File: config.mk
export PLATFORM = sky130hd
export DESIGN_NAME = uart_receiver
export DESIGN_NICKNAME = d
export VERILOG_FILES = /design/src/rtl/uart_pkg.sv /design/src/rtl/uart_rx_sync.sv /design/src/rtl/uart_receiver.sv
export SDC_FILE = /design/constraint.sdc
export NUM_CORES = 1
export LEC_CHECK = 0
export ABC_CLOCK_PERIOD_IN_PS = 2500
export BUFFER_PORTS_ARGS = -buffer_cell sky130_fd_sc_hd__buf_2
export CAP_MARGIN = 20
export CORE_MARGIN = 4
export CORE_UTILIZATION = 55
export CTS_CLUSTER_SIZE = 40
export DETAILED_ROUTE_END_ITERATION = 10
export GPL_ROUTABILITY_DRIVEN = 0
export PLACE_DENSITY = 0.84
export SYNTH_ARGS = -nofsm -noshare
export SYNTH_HDL_FRONTEND = slang
export SYNTH_SLANG_ARGS = --single-unit
File: constraint.sdc
create_clock -name clk_50mhz -period 2.5 [get_ports clk_50mhz]
set_input_delay 0.25 -clock clk_50mhz [delete_from_list [all_inputs] [get_ports clk_50mhz]]
set_output_delay 0.25 -clock clk_50mhz [all_outputs]
set_load 0.03 [all_outputs]
File: src/rtl/uart_pkg.sv
// Shared UART receiver types and constants: FSM state encoding, default frame
// geometry and the mid-bit sample index. PARITY state exists only with UART_RX_PARITY_EN.
package uart_pkg;

   localparam int DATA_BITS_DEF  = 8;
   localparam int OVERSAMPLE_DEF = 16;
   localparam int MID_SAMPLE_DEF = OVERSAMPLE_DEF / 2 - 1;

   typedef enum logic [2:0] {
      ST_IDLE   = 3'd0,
      ST_START  = 3'd1,
      ST_DATA   = 3'd2,
`ifdef UART_RX_PARITY_EN
      ST_PARITY = 3'd3,
`endif
      ST_STOP   = 3'd4
   } rx_state_t;

   // Sample index, counted from the detected falling edge, that lands in the middle of a bit.
   function automatic int mid_sample(input int oversample);
      return oversample / 2 - 1;
   endfunction

endpackage

File: src/rtl/uart_rx_sync.sv
// Two-flop synchronizer for the asynchronous serial line; resets to the idle-high level.
module uart_rx_sync (
   input  logic i_clk,
   input  logic i_rst_n,
   input  logic i_d,
   output logic o_q
);

   logic r_meta;
   logic r_sync;

   always_ff @(posedge i_clk or negedge i_rst_n) begin
      if (!i_rst_n) begin
         r_meta <= 1'b1;
         r_sync <= 1'b1;
      end else begin
         r_meta <= i_d;
         r_sync <= r_meta;
      end
   end

   assign o_q = r_sync;

endmodule

File: src/rtl/uart_receiver.sv
// Oversampling UART receiver with ready/valid output and framing/overrun detection.
// Optional even-parity checking is built in when UART_RX_PARITY_EN is defined.
module uart_receiver
   import uart_pkg::*;
#(
   parameter int DATA_BITS  = DATA_BITS_DEF,
   parameter int OVERSAMPLE = OVERSAMPLE_DEF
) (
   input  logic                 clk_50mhz,
   input  logic                 rst_n,
   input  logic                 rx_clock_enable,
   input  logic                 rx,
   input  logic                 rx_ready,
   output logic [DATA_BITS-1:0] rx_data,
   output logic                 rx_valid,
   output logic                 framing_error,
   output logic                 overrun_error,
   output logic                 busy
`ifdef UART_RX_PARITY_EN
   ,
   output logic                 parity_error
`endif
);

   localparam int SAMPLE_W = $clog2(OVERSAMPLE);
   localparam int BIT_W    = $clog2(DATA_BITS);
   localparam logic [SAMPLE_W-1:0] SAMPLE_MID  = SAMPLE_W'(mid_sample(OVERSAMPLE));
   localparam logic [SAMPLE_W-1:0] SAMPLE_LAST = SAMPLE_W'(OVERSAMPLE - 1);
   localparam logic [BIT_W-1:0]    BIT_LAST    = BIT_W'(DATA_BITS - 1);

   rx_state_t            r_state;
   logic [SAMPLE_W-1:0]  r_sample_cnt;
   logic [BIT_W-1:0]     r_bit_cnt;
   logic [DATA_BITS-1:0] r_shift;
   logic                 r_seen_high;
   logic [DATA_BITS-1:0] r_rx_data;
   logic                 r_rx_valid;
   logic                 r_framing_error;
   logic                 r_overrun_error;
   logic                 r_busy;
   logic                 w_rx_s;
   logic                 w_sample_pt;
   logic                 w_par_ok;

   uart_rx_sync u_sync (
      .i_clk   (clk_50mhz),
      .i_rst_n (rst_n),
      .i_d     (rx),
      .o_q     (w_rx_s)
   );

   assign w_sample_pt = (r_sample_cnt == SAMPLE_LAST);

`ifdef UART_RX_PARITY_EN
   logic r_par_bad;
   logic r_parity_error;
   assign w_par_ok     = !r_par_bad;
   assign parity_error = r_parity_error;
`else
   assign w_par_ok = 1'b1;
`endif

   always_ff @(posedge clk_50mhz or negedge rst_n) begin
      if (!rst_n) begin
         r_state         <= ST_IDLE;
         r_sample_cnt    <= '0;
         r_bit_cnt       <= '0;
         r_shift         <= '0;
         r_seen_high     <= 1'b0;
         r_rx_data       <= '0;
         r_rx_valid      <= 1'b0;
         r_framing_error <= 1'b0;
         r_overrun_error <= 1'b0;
         r_busy          <= 1'b0;
`ifdef UART_RX_PARITY_EN
         r_par_bad       <= 1'b0;
         r_parity_error  <= 1'b0;
`endif
      end else begin
         r_framing_error <= 1'b0;
         r_overrun_error <= 1'b0;
`ifdef UART_RX_PARITY_EN
         r_parity_error  <= 1'b0;
`endif
         if (r_rx_valid && rx_ready)
            r_rx_valid <= 1'b0;

         if (rx_clock_enable) begin
            case (r_state)
               ST_IDLE: begin
                  // A line that has never been seen high since IDLE is a break, not a start bit.
                  if (w_rx_s) begin
                     r_seen_high <= 1'b1;
                  end else if (r_seen_high) begin
                     r_state      <= ST_START;
                     r_busy       <= 1'b1;
                     r_sample_cnt <= '0;
                     r_bit_cnt    <= '0;
`ifdef UART_RX_PARITY_EN
                     r_par_bad    <= 1'b0;
`endif
                  end
               end

               ST_START: begin
                  if (r_sample_cnt == SAMPLE_MID) begin
                     r_sample_cnt <= '0;
                     if (!w_rx_s) begin
                        r_state <= ST_DATA;
                     end else begin
                        r_state     <= ST_IDLE;
                        r_busy      <= 1'b0;
                        r_seen_high <= 1'b0;
                     end
                  end else begin
                     r_sample_cnt <= r_sample_cnt + 1'b1;
                  end
               end

               ST_DATA: begin
                  r_sample_cnt <= w_sample_pt ? '0 : r_sample_cnt + 1'b1;
                  if (w_sample_pt) begin
                     r_shift <= {w_rx_s, r_shift[DATA_BITS-1:1]};
                     if (r_bit_cnt == BIT_LAST) begin
                        r_bit_cnt <= '0;
`ifdef UART_RX_PARITY_EN
                        r_state   <= ST_PARITY;
`else
                        r_state   <= ST_STOP;
`endif
                     end else begin
                        r_bit_cnt <= r_bit_cnt + 1'b1;
                     end
                  end
               end

`ifdef UART_RX_PARITY_EN
               ST_PARITY: begin
                  r_sample_cnt <= w_sample_pt ? '0 : r_sample_cnt + 1'b1;
                  if (w_sample_pt) begin
                     r_par_bad      <= (w_rx_s != ^r_shift);
                     r_parity_error <= (w_rx_s != ^r_shift);
                     r_state        <= ST_STOP;
                  end
               end
`endif

               ST_STOP: begin
                  r_sample_cnt <= w_sample_pt ? '0 : r_sample_cnt + 1'b1;
                  if (w_sample_pt) begin
                     r_state     <= ST_IDLE;
                     r_busy      <= 1'b0;
                     r_seen_high <= 1'b0;
                     // A same-cycle consume frees the slot, so the new byte wins over an overrun.
                     if (!w_rx_s) begin
                        r_framing_error <= 1'b1;
                     end else if (w_par_ok) begin
                        if (r_rx_valid && !rx_ready) begin
                           r_overrun_error <= 1'b1;
                        end else begin
                           r_rx_data  <= r_shift;
                           r_rx_valid <= 1'b1;
                        end
                     end
                  end
               end

               default: begin
                  r_state <= ST_IDLE;
                  r_busy  <= 1'b0;
               end
            endcase
         end
      end
   end

   assign rx_data       = r_rx_data;
   assign rx_valid      = r_rx_valid;
   assign framing_error = r_framing_error;
   assign overrun_error = r_overrun_error;
   assign busy          = r_busy;

endmodule

# After elaboration in Yosys (flattened, before gate mapping)
# Index checks and enable logic that the tools add are counted.
# totals
register_bits	33
input_bits	5
out_inout_bits	12
wordCells	86
# classes
add_sub_neg	2
eq_ne	14
muxes	41
n_bitwise	2
n_reduce_logical	15
# ops
cell	n
$mux W3	10
$mux W1	21
$mux W4	4
$reduce_and A7 Y1	2
$ne A2 B2 Y1 const B	6
$pmux W3 S4	1
$pmux W4 S3	1
$reduce_and A5 Y1	2
$eq A3 B3 Y1 const B	2
$pmux W3 S2	1
$reduce_and A6 Y1	1
$reduce_bool A3 Y1	2
$add A4 B1 Y4 const B	1
$eq A4 B3 Y1 const B	1
$eq A4 B4 Y1 const B	1
$ne A2 B1 Y1 const B	2
$pmux W1 S4	1
$reduce_and A4 Y1	1
$add A3 B1 Y3 const B	1
$eq A3 B1 Y1 const B	1
$eq A3 B2 Y1 const B	1
$logic_not A3 Y1	1
$pmux W1 S3	1
$reduce_and A3 Y1	1
6 further kinds	8

# Depth between registers and ports, before layout
# depth
depth_word	7
depth_mapped	7
mapped_depth_nobuf	5

# Modules after synthesis
# From an unflattened synthesis, not the netlist that was laid out.
# hier_totals
hier_cells	134
area_unflattened_um2	1637.8
# by_module_without_submodules
module	n_inst	cells_per_inst	area_each_um2	seq_area_each_um2
uart_receiver	1	132	1585.3	775.7
uart_rx_sync	1	2	52.6	52.6

# Least setup slack after synthesis
# No wires, ideal clock.
# synth_timing
kind	flip-flop to flip-flop
from	reg r_sample_cnt[0]
to	reg r_rx_data[0] (netlist: rx_data[0])
setup_time_ns	0.127
arrival_ns	1.555
required_time_ns	2.373
path_slack_ns	0.818
path_stages_with_launch	8
path_buffers	2
period_less_slack_ns	1.682
path_cell_list	dfrtp_1 ha_1 and3_1 buf_2 nand4_1 nor2b_1 buf_4 mux2_1
# synth_via
elab_chain_cells	2
# synth_rtl
item	line	source
from (decl)	uart_receiver.sv:32	logic [SAMPLE_W-1:0] r_sample_cnt;
from (signal assigned)	uart_receiver.sv:116	r_sample_cnt <= r_sample_cnt + 1'b1;
from (signal assigned)	uart_receiver.sv:121	r_sample_cnt <= w_sample_pt ? '0 : r_sample_cnt + 1'b1;
from (signal assigned)	uart_receiver.sv:149	r_sample_cnt <= w_sample_pt ? '0 : r_sample_cnt + 1'b1;
$eq A4 B4 Y1	uart_receiver.sv:52	assign w_sample_pt = (r_sample_cnt == SAMPLE_LAST);
$reduce_and A5 Y1 (no line)	-	
to (signal assigned)	uart_receiver.sv:161	r_rx_data <= r_shift;
to (decl)	uart_receiver.sv:36	logic [DATA_BITS-1:0] r_rx_data;
# Every way passes these cells.
# A chain may end at the register's enable or synchronous reset.

# Worst setup path after layout
# layout_timing
from	reg r_sample_cnt[0]
to	reg r_rx_data[4] (netlist: rx_data[4])
# Same word-level chain as after synthesis.

==> report_table.html <==
<table>
<tr><th>Metric</th><th>Value</th></tr>
<tr><th colspan="2">GRT</th></tr>
<tr><td>Remaining global-route overflow</td><td>0</td></tr>
<tr><td>Total global routing track utilization</td><td>0.178</td></tr>
<tr><td>Vias in the first global route</td><td>~1100</td></tr>
<tr><td>Maximum number of pins on one net before global-route repair</td><td>34</td></tr>
<tr><td>Wire length of the first global-routing pass</td><td>4710 um</td></tr>
<tr><td>Number of antenna violations at the first check in global routing</td><td>0</td></tr>
<tr><th colspan="2">Timing</th></tr>
<tr><td>Upper clock frequency limit</td><td>about 520 MHz</td></tr>
<tr><td>Unrepaired setup endpoints after global routing</td><td>false</td></tr>
<tr><td>Actual transition at the worst max-transition pin</td><td>0.698 ns</td></tr>
<tr><td>Final worst path period share</td><td>0.765</td></tr>
<tr><td>Final setup violation count</td><td>0</td></tr>
<tr><td>Setup_tns</td><td>0 ns</td></tr>
<tr><td>Slew HR</td><td>0.534</td></tr>
<tr><td>Final slew viol count</td><td>0</td></tr>
<tr><td>Hold violation count in the final report</td><td>0</td></tr>
<tr><td>Post-route minimum period</td><td>1.91 ns</td></tr>
<tr><td>Clock Skew</td><td>0.00420 ns</td></tr>
<tr><th colspan="2">Floorplan</th></tr>
<tr><td>Die Area</td><td>3690 um2</td></tr>
<tr><td>Core region area</td><td>2570 um2</td></tr>
<tr><td>I/O pin count</td><td>17</td></tr>
<tr><td>Die outline height</td><td>60.7 um</td></tr>
<tr><td>Effective utilization at floorplan</td><td>0.596</td></tr>
<tr><td>Standard-cell rows</td><td>18</td></tr>
<tr><td>Die Wd</td><td>60.7 um</td></tr>
<tr><th colspan="2">Finish</th></tr>
<tr><td>Share of the core filled with cells in the final layout</td><td>0.673</td></tr>
<tr><td>FF+latch area</td><td>~830 um2</td></tr>
<tr><td>Final net count</td><td>156</td></tr>
<tr><td>Number of antenna diodes</td><td>0</td></tr>
<tr><td>Share of cells above drive strength 1</td><td>0.255</td></tr>
<tr><td>Layout Cell Area excl Fill</td><td>1730 um2</td></tr>
<tr><td>Count of filler cells inserted in the layout</td><td>203</td></tr>
<tr><td>Area growth from synthesis to layout</td><td>12.8%</td></tr>
<tr><td>Multi-input gate area</td><td>653 um2</td></tr>
<tr><th colspan="2">CTS</th></tr>
<tr><td>CTS max path bufs</td><td>2</td></tr>
<tr><td>H-Tree Level Count</td><td>2</td></tr>
<tr><td>Num Clock Sinks</td><td>33</td></tr>
<tr><td>Clock slew at the register clock pins of the worst setup and hold paths</td><td>0.10 ns</td></tr>
<tr><td>TritonCTS clock tree</td><td>done</td></tr>
<tr><td>CTS root buf</td><td>clkbuf_4</td></tr>
<tr><td>Clock insertion delay at the later pin of the skew report</td><td>approximately 0.33 ns</td></tr>
<tr><td>TritonCTS buffer count</td><td>5</td></tr>
<tr><td>Number of buffers added for setup after CTS</td><td>0</td></tr>
<tr><th colspan="2">Route</th></tr>
<tr><td>Number of violations reported at the end of detailed-routing iteration 0</td><td>41</td></tr>
<tr><td>Detailed-route vias per instance</td><td>6.06</td></tr>
<tr><td>Wire length after detailed routing</td><td>2780 um</td></tr>
<tr><td>DRC violation count after routing</td><td>0</td></tr>
<tr><td>Wire length per cell</td><td>15.5 um</td></tr>
<tr><td>Vias after detailed routing</td><td>1085</td></tr>
<tr><td>Drt pass-1 iters</td><td>4</td></tr>
<tr><td>Post-route ant nets</td><td>0</td></tr>
<tr><th colspan="2">Yosys</th></tr>
<tr><td>Mapped Nets</td><td>135</td></tr>
<tr><td>Main area contributors after synthesis</td><td>dfrtp_1 (51%), mux2_2 (6.6%), mux2_1 (5.9%)</td></tr>
<tr><td>Dominant synthesized flop cell</td><td>dfrtp_1</td></tr>
<tr><td>EDFF count, synth</td><td>0</td></tr>
<tr><td>Number of cells produced by synthesis</td><td>127</td></tr>
<tr><td>Seq/Total Area, Yosys</td><td>0.541</td></tr>
<tr><td>Cell area after technology mapping</td><td>1530 um2</td></tr>
<tr><td>Post-synthesis cell type with the largest combined area</td><td>dfrtp_1</td></tr>
<tr><td>Share of the synthesized area in the top cell type</td><td>0.507</td></tr>
<tr><td>Yosys warning total</td><td>0</td></tr>
<tr><td>Avg Inst Size Synth</td><td>12.0 um2</td></tr>
<tr><td>Distinct cell type count after synthesis</td><td>40</td></tr>
<tr><td>Async SR Flop Fraction</td><td>1.00</td></tr>
<tr><td>Post-synthesis register bit count</td><td>33</td></tr>
<tr><th colspan="2">Setup path</th></tr>
<tr><td>Worst flop-to-flop path endpoint</td><td>rx_data[4]$_DFFE_PN0P_</td></tr>
<tr><td>Arrival @ worst endpoint</td><td>2.13 ns</td></tr>
<tr><td>Critical path peak fanout</td><td>8</td></tr>
<tr><td>Crit path required time</td><td>2.72 ns</td></tr>
<tr><td>Slack of the worst reg-to-reg path</td><td>0.59 ns</td></tr>
<tr><td>Worst reg2reg path startpoint</td><td>r_sample_cnt[0]$_DFFE_PN0P_</td></tr>
<tr><td>Worst r2r path cells</td><td>6</td></tr>
<tr><td>Crit path launch type</td><td>flip-flop</td></tr>
<tr><td>Crit Path Class</td><td>flip-flop to flip-flop</td></tr>
<tr><td>Category of the worst setup path capture point</td><td>flip-flop</td></tr>
<tr><th colspan="2">Pwr</th></tr>
<tr><td>Leakage Power</td><td>slightly below 0.9 nW</td></tr>
<tr><td>Worst vdd ir</td><td>671 uV</td></tr>
<tr><td>Power consumption</td><td>around 1.4 mW</td></tr>
<tr><td>Pwr dens</td><td>823 nW/um2</td></tr>
<tr><th colspan="2">Run</th></tr>
<tr><td>Max cap viols</td><td>0</td></tr>
<tr><th colspan="2">Placement</th></tr>
<tr><td>Total cell area at the placement stage</td><td>~1600 um2</td></tr>
<tr><td>Port buffer count</td><td>16</td></tr>
<tr><td>Post-DP HPWL</td><td>approximately 2000 um</td></tr>
<tr><th colspan="2">Hold path</th></tr>
<tr><td>Hold Path Stages</td><td>3</td></tr>
<tr><td>Path type of the worst min-delay path</td><td>input pin to flip-flop</td></tr>
<tr><td>Endpoint with the worst hold slack</td><td>overrun_error$_DFF_PN0_</td></tr>
<tr><td>Launch point of the worst hold path</td><td>rx_ready</td></tr>
<tr><th colspan="2">Outcome</th></tr>
<tr><td>Status</td><td>completed</td></tr>
</table>
[worst max-delay path, cell delays in order, from the launching register on]
cell and delay [ns]:
dfrtp_1 0.41, ha_1 0.24, and3_1 0.30, nand4_1 0.18, nor2b_1 0.15, buf_4 0.18
mux2_1 0.34
[stage by stage]
step / hold WS (ns) / std cells / setup WS (ns)
after CTS: 0.00249 / 178 / 0.576
after floorplan: -0.0456 / 127 / 0.818
after detailed placement: 0.337 / 169 / 0.592
after global routing: 0.207 / 179 / 0.454
after global placement: 0.331 / 169 / 0.736
final: 0.192 / 179 / 0.588
[layer usage]
metal  global-route usage  wire, um  vias up
li1                     -         -      500
met1                0.210      1180      521
met2                0.285      1310       52
met3               0.0660       207       12
met4               0.0898        90        0
met5                    0         0        -
[synth_stat cells (2+ instances only)]
cell type / count
a211o_1: 2
ha_1: 3
o21ai_0: 2
inv_1: 4
dfrtp_1: 31
buf_2: 3
nand2b_1: 3
mux2i_1: 2
nand2_1: 10
mux2_2: 9
o211ai_1: 2
mux2_1: 8
nor3b_1: 3
nor3_1: 3
dfstp_2: 2
and3_1: 3
or3_1: 2
a21o_1: 2
nor2_1: 7
nor2b_1: 4
o21ai_1: 3
[area by class of cell]
class	instances	share of cell area
multi-input cells	85	0.378
inverters	4	0.00870
well taps	30	0.0217
clock buffers	7	0.0319
clock inverters	1	0.0174
flip-flops and latches	33	0.480
repair buffers	19	0.0623
[kinds of logic (layout without fill, tap and decap cells)]
family,count (synthesis),after routing,share of synthesized area
and+or+nand+nor,39,39,0.137
DFF,33,33,0.541
AOI/OAI and AO/OA,20,20,0.0989
muxes,20,20,0.148
buffers and inverters,9,31,0.0319
adders and majority gates,4,4,0.0319
xor gates and xnor gates,2,2,0.0114
[how the worst max path moves through the flow]
stage,from,end,slack [ns]
after global routing,r_sample_cnt[0]$_DFFE_PN0P_,rx_data[2]$_DFFE_PN0P_,0.45
after floorplan,r_sample_cnt[0]$_DFFE_PN0P_,rx_data[0]$_DFFE_PN0P_,0.82
final,r_sample_cnt[0]$_DFFE_PN0P_,rx_data[4]$_DFFE_PN0P_,0.59
after detailed placement,r_sample_cnt[0]$_DFFE_PN0P_,rx_data[4]$_DFFE_PN0P_,0.59
after CTS,r_sample_cnt[0]$_DFFE_PN0P_,rx_data[4]$_DFFE_PN0P_,0.58
after global placement,r_sample_cnt[0]$_DFFE_PN0P_,rx_data[6]$_DFFE_PN0P_,0.74
[cells in the final DEF (no fill, tap or decap), drive strengths merged, types with 2 or more instances in the layout]
| cell | n |
|---|---|
| buf | 17 |
| nand2b | 3 |
| or3 | 2 |
| nand4 | 2 |
| nor2b | 4 |
| ha | 3 |
| and3 | 3 |
| nor3b | 3 |
| nor2 | 7 |
| clkbuf | 7 |
| dfstp | 2 |
| nand2 | 10 |
| o211ai | 2 |
| o21ai | 5 |
| dfrtp | 31 |
| mux2i | 2 |
| nor3 | 3 |
| dlygate4sd3 | 2 |
| mux2 | 18 |
| inv | 4 |
| a211o | 2 |
| a21o | 2 |
[flip-flops by register name, summed over array words and instances (netlist names)]
signal	flops
busy	1
framing_error	1
overrun_error	1
r_bit_cnt	3
r_sample_cnt	4
r_seen_high	1
r_shift	8
r_state	3
rx_data	8
rx_valid	1
u_sync.o_q	1
u_sync.r_meta	1
[where the power goes]
part | switching (mW) | internal (mW)
sequential | 0.0974 | 0.584
combinational | 0.173 | 0.157
clock | 0.171 | 0.239
total | 0.442 | 0.980
[timing repair]
action | 4_1_cts | 5_1_grt
resized for setup | 0 | 0
hold buffers | 1 | 1
endpoints found under the hold margin | 31 | 1
Power figures use the tool's default switching activity.
